File: src/rtl/mtr_pkg.sv
// Shared types and default constants for the motor speed slew limiter.
package mtr_pkg;

  typedef logic signed [11:0] spd_t;

  typedef enum logic [1:0] {
    OFF   = 2'd0,
    RUN   = 2'd1,
    STOP  = 2'd2,
    FAULT = 2'd3
  } ramp_state_t;

  localparam spd_t STEP_DEF     = 12'sd32;
  localparam spd_t MAX_SPD_DEF  = 12'sd2000;
  localparam spd_t DEADBAND_DEF = 12'sd24;

endpackage

File: src/rtl/spd_slew.sv
// One channel of the slew limiter: saturate, optional deadband, step-limited next value.
// Deadband is compiled in only when SPD_DEADBAND_EN is defined.
module spd_slew
  import mtr_pkg::*;
#(
  parameter spd_t STEP     = STEP_DEF,
  parameter spd_t MAX_SPD  = MAX_SPD_DEF,
  parameter spd_t DEADBAND = DEADBAND_DEF
) (
  input  logic [11:0] tgt,
  input  logic [11:0] spd,
  input  logic        zero_tgt,
  output logic [11:0] tgt_sat,
  output logic [11:0] spd_nxt
);

`ifdef SPD_DEADBAND_EN
  localparam bit DB_EN = 1'b1;
`else
  localparam bit DB_EN = 1'b0;
`endif

  localparam logic signed [12:0] STEP13 = 13'(STEP);

  spd_t              tgt_s;
  spd_t              spd_s;
  spd_t              clip;
  spd_t              lim;
  logic signed [12:0] diff;

  always_comb begin
    tgt_s = $signed(tgt);
    spd_s = $signed(spd);

    if (tgt_s > MAX_SPD)
      clip = MAX_SPD;
    else if (tgt_s < -MAX_SPD)
      clip = -MAX_SPD;
    else
      clip = tgt_s;

    if (zero_tgt || (DB_EN && (clip < DEADBAND) && (clip > -DEADBAND)))
      lim = '0;
    else
      lim = clip;

    // 13-bit difference so a full-scale reversal cannot wrap
    diff = $signed({lim[11], lim}) - $signed({spd_s[11], spd_s});

    if (diff > STEP13)
      spd_nxt = spd_s + STEP;
    else if (diff < -STEP13)
      spd_nxt = spd_s - STEP;
    else
      spd_nxt = lim;

    tgt_sat = lim;
  end

endmodule

File: src/rtl/mtr_spd_ramp.sv
// Slew-rate limiter between balance controller and motor driver; forces zero drive on over-current.
// Optional target deadband enabled by defining SPD_DEADBAND_EN.
//
//   state | meaning
//   OFF   | outputs 0, prescaler held, waiting for en
//   RUN   | ramp each channel toward its saturated target once per tick
//   STOP  | ramp each channel toward 0 once per tick, OFF when both reach 0
//   FAULT | over-current seen, outputs forced 0 until rst
module mtr_spd_ramp
  import mtr_pkg::*;
#(
  parameter int   TICK_DIV = 2048,
  parameter spd_t STEP     = STEP_DEF,
  parameter spd_t MAX_SPD  = MAX_SPD_DEF,
  parameter spd_t DEADBAND = DEADBAND_DEF
) (
  input  logic        clk,
  input  logic        rst,
  input  logic        en,
  input  logic [11:0] lft_tgt,
  input  logic [11:0] rght_tgt,
  input  logic        OVR_I_shtdwn,
  output logic [11:0] lft_spd,
  output logic [11:0] rght_spd,
  output logic        at_tgt,
  output logic        fault
);

  localparam int             CW       = (TICK_DIV > 1) ? $clog2(TICK_DIV) : 1;
  localparam logic [CW-1:0]  CNT_LAST = CW'(TICK_DIV - 1);

  ramp_state_t   state, state_nxt;
  logic [CW-1:0] pre_cnt;
  logic          active, active_nxt, tick, upd, zero_tgt;
  logic [11:0]   lft_nxt, rght_nxt, lft_sat, rght_sat, lft_d, rght_d;

  assign active     = (state == RUN) || (state == STOP);
  assign active_nxt = (state_nxt == RUN) || (state_nxt == STOP);
  assign tick       = active && (pre_cnt == CNT_LAST);
  assign zero_tgt   = (state == STOP);

  spd_slew #(.STEP(STEP), .MAX_SPD(MAX_SPD), .DEADBAND(DEADBAND)) u_slew_lft (
    .tgt      (lft_tgt),
    .spd      (lft_spd),
    .zero_tgt (zero_tgt),
    .tgt_sat  (lft_sat),
    .spd_nxt  (lft_nxt)
  );

  spd_slew #(.STEP(STEP), .MAX_SPD(MAX_SPD), .DEADBAND(DEADBAND)) u_slew_rght (
    .tgt      (rght_tgt),
    .spd      (rght_spd),
    .zero_tgt (zero_tgt),
    .tgt_sat  (rght_sat),
    .spd_nxt  (rght_nxt)
  );

  // An en change takes the edge; the tick update is skipped that cycle
  always_comb begin
    state_nxt = state;
    upd       = 1'b0;
    case (state)
      OFF:   if (en) state_nxt = RUN;
      RUN:   if (!en) state_nxt = STOP;
             else upd = tick;
      STOP:  if (en) state_nxt = RUN;
             else if ((lft_spd == '0) && (rght_spd == '0)) state_nxt = OFF;
             else upd = tick;
      FAULT: state_nxt = FAULT;
      default: state_nxt = OFF;
    endcase
    if (OVR_I_shtdwn) begin
      state_nxt = FAULT;
      upd       = 1'b0;
    end
  end

  always_comb begin
    lft_d  = lft_spd;
    rght_d = rght_spd;
    if (state_nxt == FAULT) begin
      lft_d  = '0;
      rght_d = '0;
    end else if (upd) begin
      lft_d  = lft_nxt;
      rght_d = rght_nxt;
    end
  end

  always_ff @(posedge clk or posedge rst) begin
    if (rst) begin
      state    <= OFF;
      pre_cnt  <= '0;
      lft_spd  <= '0;
      rght_spd <= '0;
      at_tgt   <= 1'b0;
      fault    <= 1'b0;
    end else begin
      state    <= state_nxt;
      lft_spd  <= lft_d;
      rght_spd <= rght_d;
      fault    <= (state_nxt == FAULT);
      at_tgt   <= (state_nxt == RUN) && (lft_d == lft_sat) && (rght_d == rght_sat);
      if (active && active_nxt)
        pre_cnt <= tick ? '0 : pre_cnt + CW'(1);
      else
        pre_cnt <= '0;
    end
  end

endmodule

File: config.mk
export PLATFORM = sky130hd
export DESIGN_NAME = mtr_spd_ramp
export DESIGN_NICKNAME = d
export VERILOG_FILES = /design/src/rtl/mtr_pkg.sv /design/src/rtl/spd_slew.sv /design/src/rtl/mtr_spd_ramp.sv
export SDC_FILE = /design/constraint.sdc
export NUM_CORES = 1
export LEC_CHECK = 0
export ABC_CLOCK_PERIOD_IN_PS = 5900
export CELL_PAD_IN_SITES_DETAIL_PLACEMENT = 0
export CELL_PAD_IN_SITES_GLOBAL_PLACEMENT = 2
export CORE_MARGIN = 8
export CORE_UTILIZATION = 34
export DETAILED_ROUTE_END_ITERATION = 6
export PLACE_DENSITY_LB_ADDON = 0.1
export SYNTH_ARGS = -nofsm -noshare
export SYNTH_HDL_FRONTEND = slang
export SYNTH_SLANG_ARGS = --single-unit
File: constraint.sdc
create_clock -name clk -period 5.9 [get_ports clk]
set_input_delay 0.59 -clock clk [delete_from_list [all_inputs] [get_ports clk]]
set_output_delay 0.59 -clock clk [all_outputs]
set_load 0.02 [all_outputs]
# [Word-level counts from Yosys, hierarchy flattened]
# Index checks and enable logic that the tools add are counted.
[op_classes] add_sub_neg=7 magnitude_cmp=8 eq_ne=9 n_mux=27 n_reduce_logical=10
[op_table] operator="12-bit 2-to-1 mux" count=14
[op_table] operator="13-bit by 7-bit > comparator with 1-bit output (second input constant)" count=2
[op_table] operator="13-bit by 6-bit < comparator with 1-bit output (second input constant)" count=2
[op_table] operator="12-bit by 12-bit subtractor with 13-bit output" count=2
[op_table] operator="12-bit by 7-bit adder with 12-bit output (second input constant)" count=2
[op_table] operator="12-bit == test" count=2
[op_table] operator="12-bit > comparator (second input constant)" count=2
[op_table] operator="12-bit logical NOT" count=2
[op_table] operator="12-bit < comparator (second input constant)" count=2
[op_table] operator="12-bit by 7-bit subtractor with 12-bit output (second input constant)" count=2
[op_table] operator="11-bit 2-to-1 mux" count=2
[op_table] operator="11-bit by 1-bit adder with 11-bit output (second input constant)" count=1
[op_table] operator="11-bit == test (second input constant)" count=1
[op_table] operator="2-bit 2-to-1 mux" count=5
[op_table] operator="2-bit == test (second input constant)" count=4
[op_table] operator="2-bit case mux with 4 select lines" count=1
[op_table] operator="1-bit logical AND" count=5
[op_table] operator="2-bit by 1-bit == test with 1-bit output (second input constant)" count=2
[op_table] operator="1-bit 2-to-1 mux" count=4
[op_table] operator="2-bit logical NOT" count=1
[op_table] operator="1-bit logical OR" count=2
[op_table] operator="1-bit case mux with 2 select lines" count=1
[word_totals] reg_bits=39 output_inout_bits=26

# [Logic depth before layout (Yosys ltp)]
# Gate-level depths: netlist of the first run.
[depth] ltp_word=13 ltp_mapped=22

# [By module]
# Synthesis of the first run repeated with hierarchy kept, for this count alone.
[unflattened] cells_unflattened=660 area_unflattened_um2=5134.9
[by_module_without_submodules] mod="mtr_spd_ramp" n_inst=1 cells_each=263 area_per_inst_um2=2396.0
[by_module_without_submodules] mod="spd_slew (u_slew_lft)" n_inst=1 cells_each=206 area_per_inst_um2=1416.4
[by_module_without_submodules] mod="spd_slew (u_slew_rght)" n_inst=1 cells_each=191 area_per_inst_um2=1322.5

# [Worst setup path before layout of the first run]
# No wires, ideal clock.
[synth_timing] path_type="input-to-reg" from="input port lft_tgt[5]" to="register at_tgt" setup_time_ns=0.096 arrival_time_ns=5.175 required_time_ns=5.804 path_slack_ns=0.630 cell_stages=19 n_path_buf=2 cell_sequence="a211o_1 o41ai_1 ha_1 nor2_1 and3_1 clkbuf_1 ha_1 a21o_1 a21o_1 o21a_1 and3_1 or3_1 nor4_1 buf_2 mux2i_1 a211o_2 o221ai_1 or4_1 nor4_2"
[synth_via] elab_chain_cells=13
[synth_rtl] item="start: declaration" line="mtr_spd_ramp.sv:20" text="input logic [11:0] lft_tgt,"
[synth_rtl] item="12-bit < comparator" line="spd_slew.sv:37" text="else if (tgt_s < -MAX_SPD)"
[synth_rtl] item="12-bit 2-to-1 mux" line="spd_slew.sv:37"
[synth_rtl] item="12-bit 2-to-1 mux (*)" line="spd_slew.sv:35" text="if (tgt_s > MAX_SPD)"
[synth_rtl] item="12-bit 2-to-1 mux (*)" line="spd_slew.sv:42" text="if (zero_tgt || (DB_EN && (clip < DEADBAND) && (clip > -DEADBAND)))"
[synth_rtl] item="12-bit by 12-bit subtractor with 13-bit output" line="spd_slew.sv:48" text="diff = $signed({lim[11], lim}) - $signed({spd_s[11], spd_s});"
[synth_rtl] item="13-bit by 6-bit < comparator with 1-bit output" line="spd_slew.sv:52" text="else if (diff < -STEP13)"
[synth_rtl] item="12-bit 2-to-1 mux" line="spd_slew.sv:52"
[synth_rtl] item="12-bit 2-to-1 mux" line="spd_slew.sv:50" text="if (diff > STEP13)"
[synth_rtl] item="12-bit 2-to-1 mux" line="mtr_spd_ramp.sv:84" text="end else if (upd) begin"
[synth_rtl] item="12-bit 2-to-1 mux" line="mtr_spd_ramp.sv:81" text="if (state_nxt == FAULT) begin"
[synth_rtl] item="12-bit == test (*)" line="mtr_spd_ramp.sv:103" text="at_tgt <= (state_nxt == RUN) && (lft_d == lft_sat) && (rght_d == rght_sat);"
[synth_rtl] item="1-bit logical AND (*) (2 in series)" line="mtr_spd_ramp.sv:103"
[synth_rtl] item="end signal: assignment" line="mtr_spd_ramp.sv:103"
[synth_rtl] item="end: declaration" line="mtr_spd_ramp.sv:25" text="output logic at_tgt,"
# Mark *: on every way between the ends. The rest lies on a longest branch, timed or not.

# [Final worst setup path of the first run]
[layout_timing] from="input port rght_tgt[5]" to="register at_tgt"
[layout_via] elab_chain_cells=12
[layout_rtl] item="start: declaration" line="mtr_spd_ramp.sv:21" text="input logic [11:0] rght_tgt,"
[layout_rtl] item="12-bit < comparator" line="spd_slew.sv:37"
[layout_rtl] item="12-bit 2-to-1 mux" line="spd_slew.sv:37"
[layout_rtl] item="12-bit 2-to-1 mux (*)" line="spd_slew.sv:35"
[layout_rtl] item="12-bit 2-to-1 mux (*)" line="spd_slew.sv:42"
[layout_rtl] item="12-bit by 12-bit subtractor with 13-bit output" line="spd_slew.sv:48"
[layout_rtl] item="13-bit by 6-bit < comparator with 1-bit output" line="spd_slew.sv:52"
[layout_rtl] item="12-bit 2-to-1 mux" line="spd_slew.sv:52"
[layout_rtl] item="12-bit 2-to-1 mux" line="spd_slew.sv:50"
[layout_rtl] item="12-bit 2-to-1 mux" line="mtr_spd_ramp.sv:84"
[layout_rtl] item="12-bit 2-to-1 mux" line="mtr_spd_ramp.sv:81"
[layout_rtl] item="12-bit == test (*)" line="mtr_spd_ramp.sv:103"
[layout_rtl] item="1-bit logical AND (*)" line="mtr_spd_ramp.sv:103"
# Marked as above.

==> results of run 1 <==
-- cell type report --
class                      instances  area (um2)  share of cell area, %
sequential                        39         976                   14.0
clock inverter                     3        46.3                  0.664
timing repair buffer             150        1260                   18.1
multi-input combinational        607        4070                   58.4
tap                              216         270                   3.88
clock buffer                       5         125                   1.80
inverter                          59         221                   3.18
-- repair_timing --
| action | 4_1_cts | 5_1_grt |
|---|---|---|
| gates resized for setup | 0 | 6 |
| hold buffers | 0 | 0 |
| endpoints found under the setup margin | 0 | 1 |
-- report_power, final --
group	leakage [nW]	switching (mW)	internal (mW)
sequential	0.530	0.00462	0.274
clock	0.0804	0.136	0.202
combinational	2.36	0.550	0.398
total	2.97	0.690	0.874
-- kinds of logic (layout without fill, tap and decap cells) --
group                      Yosys count  in the layout  share of synthesized area, %
muxes                                6              6                          1.11
AOI/OAI and AO/OA                  243            243                          32.7
DFF                                 39             39                          18.0
xor gates and xnor gates            21             21                          3.40
buffers and inverters               86            217                          7.12
adders and majority gates           41             41                          9.75
and+or+nand+nor                    296            296                          27.9
-- worst register-to-register path, delay by kind of cell, from the launching register on --
kind / cells / cell delay, ps
buffers and inverters: 2 / 290
adder cells (fa/ha/maj): 3 / 890
AND/OR/NAND/NOR: 6 / 1520
flip-flops: 1 / 410
AO/OA/AOI/OAI: 6 / 1600
XOR/XNOR: 1 / 140
-- per-stage QoR --
step	power [mW]	std cells	area [um2]	hold slack, ps
after global placement	1.20	1071	6780	437
after global routing	1.67	1079	6970	479
after floorplan	0.866	732	5410	424
after detailed placement	1.21	1071	6780	448
after CTS	1.56	1079	6950	458
final	1.56	1079	6970	450
-- worst max path at each step --
| stage | from | end | slack, ps |
|---|---|---|---|
| 3_3_place_gp | rght_tgt[5] | at_tgt | -3 |
| 6_report | rght_tgt[5] | at_tgt | 310 |
| 2_1_floorplan | lft_tgt[5] | at_tgt | 630 |
| 5_1_grt | rght_tgt[4] | at_tgt | 20 |
| 4_1_cts | rght_tgt[4] | at_tgt | 220 |
| 3_5_place_dp | rght_tgt[4] | at_tgt | -40 |
-- metal layers --
layer	part of all wire, %	GRT usage (%)	vias to the layer above
li1	-	-	3007
met1	48	28.4	2945
met2	44	32.5	238
met3	6.8	4.16	30
met4	1.6	4.75	0
met5	0	0	-
-- sequential cells by signal (all words and copies together), names as in the netlist --
signal,count
at_tgt,1
fault,1
lft_spd,12
pre_cnt,11
rght_spd,12
state,2
-- layout by cell type (no fill, tap or decap), types with 6 or more instances in the layout --
cell type	Yosys	final
o41ai_1	6	6
a21o_1	15	15
or3_1	14	14
mux2i_1	6	6
o21ai_0	34	33
nor4_1	6	6
o221ai_1	6	6
nand2_1	56	56
a32oi_1	6	6
nand4_1	9	9
dfrtp_1	39	39
clkdlybuf4s50_1	0	53
inv_1	59	58
o22ai_1	6	6
xor2_1	11	11
nand2b_1	10	10
xnor2_1	10	10
a22oi_1	6	6
ha_1	39	39
a211oi_1	9	9
nand3_1	34	34
and3_1	13	13
nor2b_1	6	6
a31oi_1	10	10
nor2_1	86	85
nor3_1	17	17
a21oi_1	61	60
buf_4	1	97
==> metrics.md, run 1 <==
| Metric | Value |
|---|---|
| Final-report hold violation count | 0 |
| CP Capture Type | flop |
| # port buffers | 53 |
| Reg2reg start | state[0] |
| Hold depth | 1 |
| Via density | ~5.8 |
| CTS tree | yes |
| Count of state elements after synthesis | 39 |
| Max Slew Vio Count | 0 |
| Post-Syn Nets | approximately 800 |
| Final Wtd Congestion | a little over 0.9 |
| Drt drc | 0 |
| CP required | about 6100 ps |
| Yosys top cell by area | dfrtp_1 |
| Minimum clock period after layout | roughly 5600 ps |
| Layout cells sized above 1 | ~17% |
| R2r setup slk | approximately 940 ps |
| DIE HEIGHT | about 140 um |
| Worst reg2reg path endpoint | at_tgt |
| Seq/Total Area, Yosys | 18.0% |
| Final worst setup slack | just over 300 ps |
| Total wire length | around 21 mm |
| HP Class | flop to flop |
| MaxCap Viol Count | 0 |
| DR iter-0 viols | 545 |
| Max Freq | 179 MHz |
| Avg Cell Area, Syn | about 7.4 um2 |
| CP delay by family, top | compound AO/OA/AOI/OAI gates |
| Pre-CTS setup slack | -39.6 ps |
| Setup_tns | 0 ps |
| Worst r2r path cells | 18 |
| Aggregate global-route resource usage | 20.7% |
| First drt pass iteration count | 5 |
| WS Path Type | input pin to flop |
| Clock tree buffer depth | 2 |
| Die outline width | 142 um |
| Mapped Cells | roughly 730 |
| Core footprint | approximately 0.016 mm2 |
| First-pass GRT wire length | approximately 33 mm |
| Dominant cell by count in the synthesized netlist | nor2_1 |
| Layout area overhead | 28.7% |
| Setup Buffers After CTS | 0 |
| Number of I/O pins | between 50 and 60 |
| Peak VDD IR | 0.128 mV |
| N_diodes | 0 |
| Clk root buf | clkbuf_16 |
| Die area | between 0.02 and 0.025 mm2 |
| Top cells by area in the synthesized netlist | dfrtp_1 18%, ha_1 9.0%, nor2_1 6.0%, a21oi_1 5.6%, inv_1 4.1% |
| Routed Antenna Nets | 0 |
| Synth Flop Type | dfrtp_1 |
| Most frequent cells after synthesis | 86 x nor2_1, 61 x a21oi_1, 59 x inv_1, 56 x nand2_1 |
| Arr. time, crit path | 5790 ps |
| Synth warn | 0 |
| Critical hold path startpoint | pre_cnt[0] |
| End point of the worst hold path | pre_cnt[0] |
| Initial antenna violation count | 0 |
| Vias in the first global route | 6074 |
| Skew final | about 13 ps |
| Detail Placement HPWL | roughly 17 mm |
| Clk_lat worst skew | about 300 ps |
| RSZ-0062 raised after global routing | no |
| Slew headroom | 57.3% |
| Worst path max stage delay | between 500 and 600 ps |
| Filler Cells Inserted | 1630 |
| Share of flip-flops with an asynchronous set or reset | between 90% and 100% |
| Starting Density | 34.5% |
| DR WL/cell | between 15 and 20 um |
| Number of flops mapped to enable cells by yosys | 0 |
| WP buf/inv | 3 |
| Worst path slowest cell | or4_1 |
| Power Density | 224 mW/mm2 |
| Netlist cell types | 87 |
| Final period util | between 90% and 100% |
| Mapped cell area | ~0.0054 mm2 |
| Via count | 6220 |
| Total grt overflow | 0 |
| # setup viols final | 0 |
| Crit path depth | 19 |
| Sinks on Clock Net | 39 |
| Worst-margin pin slew | 637 ps |
| Area share of the largest cell type after synthesis | a little under a fifth |
| Run status | complete, no violations |
| Fin util | between 40% and 50% |
| Fin nets | slightly above 900 |
| Reg clk slew, reported paths | roughly 70 ps |
| Cell Chain, Critical Path | clkdlybuf4s50_1, a211o_1, o41ai_1, ha_1, buf_4, nor2_1, a21o_1, inv_1, ha_1, a21o_2, or3_1, and2_0, a2111o_1, o2bb2ai_4, a221oi_4, a21oi_1, a2111o_1, or4_1, nor4_2 |
| Static leakage | between 2 and 3 nW |
| Crit start category | input pin |
| Worst-path fanout max | 7 |
| H-tree depth | 2 |
| Largest net degree at the start of global routing | 40 |
| Row count | between 40 and 50 |
| Inserted Clock Buffers | 5 |
Power figures use the tool's default switching activity.
==> run 2: changes to the inputs <==
Settings changed: CORE_ASPECT_RATIO set to 0.8.
==> metrics.md, run 2 (synthesis results as in run 1) <==
| Metric | Value |
|---|---|
| Hold depth | 1 |
| Initial antenna violation count | 0 |
| Row count | between 40 and 50 |
| N_diodes | 0 |
| Layout cells sized above 1 | approximately a fifth |
| Post-placement cell count | 1069 |
| Die area | around 0.02 mm2 |
| Minimum clock period after layout | 5710 ps |
| Worst reg2reg path endpoint | at_tgt |
| First-pass GRT wire length | around 34 mm |
| R2r setup slk | between 800 and 900 ps |
| Worst path slowest cell | or4_4 |
| Via count | approximately 6200 |
| Aggregate global-route resource usage | about a fifth |
| Total wire length | 21.3 mm |
| HP Class | flop to flop |
| Reg2reg start | state[0] |
| Largest net degree at the start of global routing | 40 |
| Fin util | between 40% and 50% |
| Slew headroom | a little over half |
| Finished layout cell area | approximately 0.0072 mm2 |
| Power Total | roughly 1.6 mW |
| Starting Density | 34.5% |
| Static leakage | 3.03 nW |
| Final period util | between 90% and 100% |
| Post-DP Area | between 0.006 and 0.007 mm2 |
| Skew final | about 7 ps |
| Clk_lat worst skew | approximately 290 ps |
| Peak VDD IR | around 0.11 mV |
| Vias in the first global route | between 6000 and 7000 |
| CP required | between 6000 and 7000 ps |
| Number of I/O pins | 54 |
| # port buffers | between 50 and 60 |
| Final worst setup slack | between 150 and 200 ps |
| DR WL/cell | slightly below 20 um |
| WS Path Type | input pin to flop |
| Clk root buf | clkbuf_16 |
| Arr. time, crit path | approximately 6000 ps |
| MaxCap Viol Count | 0 |
| Run status | complete, no violations |
| Sinks on Clock Net | 39 |
| CTS tree | yes |
| Power Density | approximately 230 mW/mm2 |
| Worst-margin pin slew | slightly above 700 ps |
| DIE HEIGHT | 129 um |
| Max Slew Vio Count | 0 |
| End point of the worst hold path | pre_cnt[0] |
| Max Freq | approximately 180 MHz |
| Critical hold path startpoint | pre_cnt[0] |
| Commonest non-fill, non-tap cell in the layout | buf_4 |
| Worst r2r path cells | 19 |
| Total grt overflow | 0 |
| Cell Chain, Critical Path | clkdlybuf4s50_1, a211o_1, o41ai_2, ha_1, nor2_2, nand3_2, ha_4, fa_2, and2b_1, o2111ai_2, a32oi_1, xor2_1, a2111o_1, buf_4, a211oi_4, nor2_2, and4_2, a2111o_1, or4_4, nor4_4 |
| Detail Placement HPWL | 17.0 mm |
| Fin nets | between 900 and 1000 |
| Crit start category | input pin |
| Top flop regs | lft_spd x12, rght_spd x12, pre_cnt x11 |
| DR iter-0 viols | around 440 |
| Hold_buf cts | 0 |
| Worst-path fanout max | 4 |
| Pre-CTS setup slack | -300 ps |
| # setup viols final | 0 |
| Routed Antenna Nets | 0 |
| Drt drc | 0 |
| Reg clk slew, reported paths | about 70 ps |
| CP Capture Type | flop |
| Non-filler cells, final | ~1100 |
| Clock tree buffer depth | 2 |
| First drt pass iteration count | 6 |
| Die outline width | ~160 um |
| Commonest non-fill, non-tap cells in the layout | 103 x buf_4, 79 x nor2_1, 56 x inv_1, 56 x a21oi_1, 56 x nand2_1 |
| Inserted Clock Buffers | 5 |
| Final-report hold violation count | 0 |
| Worst path max stage delay | between 500 and 600 ps |
| Final Wtd Congestion | approximately 0.91 |
| H-tree depth | 2 |
| Layout area overhead | 32.7% |
| Via density | 5.75 |
| Core footprint | 0.0157 mm2 |
## run 2: cell count changes in the layout (fill, tap and decap cells not counted), moves of 4 or more
cell,change
buf_4,+6
ha_1,-4
nor2_2,+5
a21oi_1,-4
a21oi_2,+4
nor2_1,-6
## run 2: what timing repair did
action	CTS	global route
pin swaps	0	22
setup endpoints to repair	1	1
setup buffers	0	8
gates resized for setup	1	41
gates cloned	0	0
## run 2: layout make-up
cell class	instances	area, um2
Tap cell	215	269
Multi-Input combinational cell	607	4220
Fill cell	1620	8510
Clock inverter	3	46.3
Clock buffer	5	125
Timing Repair Buffer	157	1320
Inverter	59	221
Sequential cell	39	976
## run 2: power by group
part / switching (mW) / internal (mW)
Sequential: 0.00487 / 0.274
Combinational: 0.588 / 0.438
Clock: 0.130 / 0.201
Total: 0.723 / 0.913
## run 2: critical path: cells and delay by family
kind | cells | cell delay (ps)
and+or+nand+nor | 7 | 1580
AOI/OAI and AO/OA | 7 | 2100
adders and majority gates | 3 | 910
buffers and inverters | 2 | 610
xor gates and xnor gates | 1 | 120
## run 2: how the worst max path moves through the flow
| stage | startpoint | to | slack, ps | cells after the start |
|---|---|---|---|---|
| 2_1_floorplan | lft_tgt[5] | at_tgt | 630 | 19 |
| 3_3_place_gp | lft_tgt[5] | at_tgt | -230 | 21 |
| 3_5_place_dp | lft_tgt[8] | at_tgt | -300 | 21 |
| 4_1_cts | lft_tgt[8] | at_tgt | 30 | 21 |
| 5_1_grt | rght_tgt[5] | at_tgt | -50 | 20 |
| 6_report | rght_tgt[5] | at_tgt | 190 | 20 |
## run 2: layer usage
layer	track usage, %	vias up	part of all wire [%]
li1	-	3018	-
met1	31.1	2963	50
met2	30.8	242	41
met3	4.12	16	7.6
met4	3.46	0	0.89
met5	0	-	0
## run 2: metrics by stage
stage | hold WS [ps] | TNS [ps]
finish | 446 | 0
global route | 470 | -53.5
CTS | 451 | 0
detailed placement | 442 | -300
global placement | 438 | -231
floorplan | 424 | 0
==> run 3: changes to the inputs <==
Settings changed: MAX_ROUTING_LAYER set to met4.
==> metrics.md, run 3 (synthesis results as in run 1) <==
| Metric | Value |
|---|---|
| Run status | complete, no violations |
| DR iter-0 viols | approximately 520 |
| Final-report hold violation count | 0 |
| # port buffers | 53 |
| R2r setup slk | 800 ps |
| Top flop regs | lft_spd x12, rght_spd x12, pre_cnt x11 |
| Hold_buf cts | 0 |
| Inserted Clock Buffers | 5 |
| Total grt overflow | 0 |
| WS Path Type | input pin to flop |
| Max Slew Vio Count | 0 |
| Largest net degree at the start of global routing | 40 |
| Via count | ~6300 |
| Critical hold path startpoint | pre_cnt[0] |
| Starting Density | about a third |
| DIE HEIGHT | between 100 and 150 um |
| Aggregate global-route resource usage | 21.5% |
| Final period util | a little over nine tenths |
| First drt pass iteration count | 5 |
| Worst-margin pin slew | 710 ps |
| # setup viols final | 0 |
| Routed Antenna Nets | 0 |
| H-tree depth | 2 |
| Worst r2r path cells | 19 |
| Final worst setup slack | roughly 280 ps |
| Die area | just over 0.02 mm2 |
| Layout area overhead | 30.0% |
| Commonest non-fill, non-tap cells in the layout | 97 x buf_4, 84 x nor2_1, 59 x a21oi_1, 58 x inv_1, 56 x nand2_1 |
| MaxCap Viol Count | 0 |
| Max Freq | roughly 180 MHz |
| Detail Placement HPWL | 17.3 mm |
| Number of I/O pins | 54 |
| Arr. time, crit path | 5830 ps |
| Core footprint | 0.0157 mm2 |
| Layout cells sized above 1 | 18.1% |
| Reg clk slew, reported paths | about 70 ps |
| Setup_tns | 0 ps |
| Total wire length | ~21 mm |
| Clock tree buffer depth | 2 |
| CP Capture Type | flop |
| Reg2reg start | state[0] |
| Skew final | around 7.4 ps |
| End point of the worst hold path | pre_cnt[0] |
| Via density | 5.82 |
| Power Density | ~230 mW/mm2 |
| Hold depth | 1 |
| Fin nets | roughly 930 |
| N_diodes | 0 |
| Crit start category | input pin |
| First-pass GRT wire length | roughly 33 mm |
| DR WL/cell | 19.9 um |
| Die outline width | 157 um |
| Peak VDD IR | 0.177 mV |
| CP delay by family, top | compound AO/OA/AOI/OAI gates |
| Final Wtd Congestion | about 0.89 |
| Initial antenna violation count | 0 |
| Row count | just over 40 |
| Vias in the first global route | slightly above 6000 |
| Clk_lat worst skew | ~300 ps |
| Slew headroom | a little over half |
| Drt drc | 0 |
| Pre-CTS setup slack | -369 ps |
| CP required | 6100 ps |
| Sinks on Clock Net | 39 |
| HP Class | flop to flop |
| Minimum clock period after layout | roughly 5600 ps |
| Worst-path fanout max | 10 |
| Worst path slowest cell | o32ai_1 |
| Commonest non-fill, non-tap cell in the layout | buf_4 |
| Worst path max stage delay | about 610 ps |
| Static leakage | between 2 and 3 nW |
| Filler Cells Inserted | ~1600 |
| CTS tree | yes |
| Worst reg2reg path endpoint | at_tgt |
| WP buf/inv | 2 |
| Clk root buf | clkbuf_16 |
| Cell Chain, Critical Path | clkdlybuf4s50_1, a211o_1, o41ai_1, ha_1, nor2_4, nand3_1, ha_1, fa_1, nand2b_1, a21oi_1, xor2_1, a211oi_1, o32ai_1, nor4_4, buf_4, o31a_1, nand4b_1, a21oi_1, or4_1, nor4_2 |
run 3: changes by cell type in the layout (fill, tap and decap cells not counted), sizes merged:
cell and delta:
buf -6
run 3: how the worst max path moves through the flow:
stage          cells after the start   startpoint  endpoint
2_1_floorplan                     19   lft_tgt[5]    at_tgt
3_3_place_gp                      21   lft_tgt[5]    at_tgt
3_5_place_dp                      21   lft_tgt[5]    at_tgt
4_1_cts                           21   lft_tgt[5]    at_tgt
5_1_grt                           19  rght_tgt[5]    at_tgt
6_report                          20   lft_tgt[5]    at_tgt
run 3: final cells by class:
cell class	count	area [um2]	area share (%)
Tap cell	215	269	3.82
Clock buffer	5	125	1.78
Multi-Input combinational cell	607	4120	58.6
Clock inverter	3	46.3	0.658
Sequential cell	39	976	13.9
Inverter	59	221	3.15
Timing Repair Buffer	151	1280	18.2
run 3: routing by layer:
| metal | wire [um] | GRT usage (%) | vias to the layer above |
|---|---|---|---|
| li1 | - | - | 3006 |
| met1 | 10900 | 31.4 | 3020 |
| met2 | 9000 | 31.4 | 247 |
| met3 | 1480 | 3.35 | 12 |
| met4 | 107 | 2.57 | 0 |
| met5 | 0 | - | - |
run 3: repair_timing:
item                                    CTS  global route
setup buffers                             0             0
endpoints found under the hold margin     0             0
pin swaps                                 0             4
resized for setup                         1            14
endpoints found under the setup margin    1             6
run 3: power by group:
group	switching [mW]	total, mW	internal (mW)
combinational	0.573	0.989	0.416
sequential	0.00470	0.278	0.274
clock	0.135	0.337	0.202
run 3: per-stage QoR:
stage / util (%) / total power, mW / hold WS [ps] / cells / cell area (um2)
final: 44.9 / 1.60 / 460 / 1079 / 7040
after global routing: 44.9 / 1.70 / 496 / 1079 / 7040
after CTS: 44.4 / 1.58 / 463 / 1079 / 6970
after detailed placement: 43.3 / 1.23 / 454 / 1071 / 6800
after global placement: 43.3 / 1.23 / 438 / 1071 / 6800
after floorplan: - / 0.866 / 424 / 732 / 5410
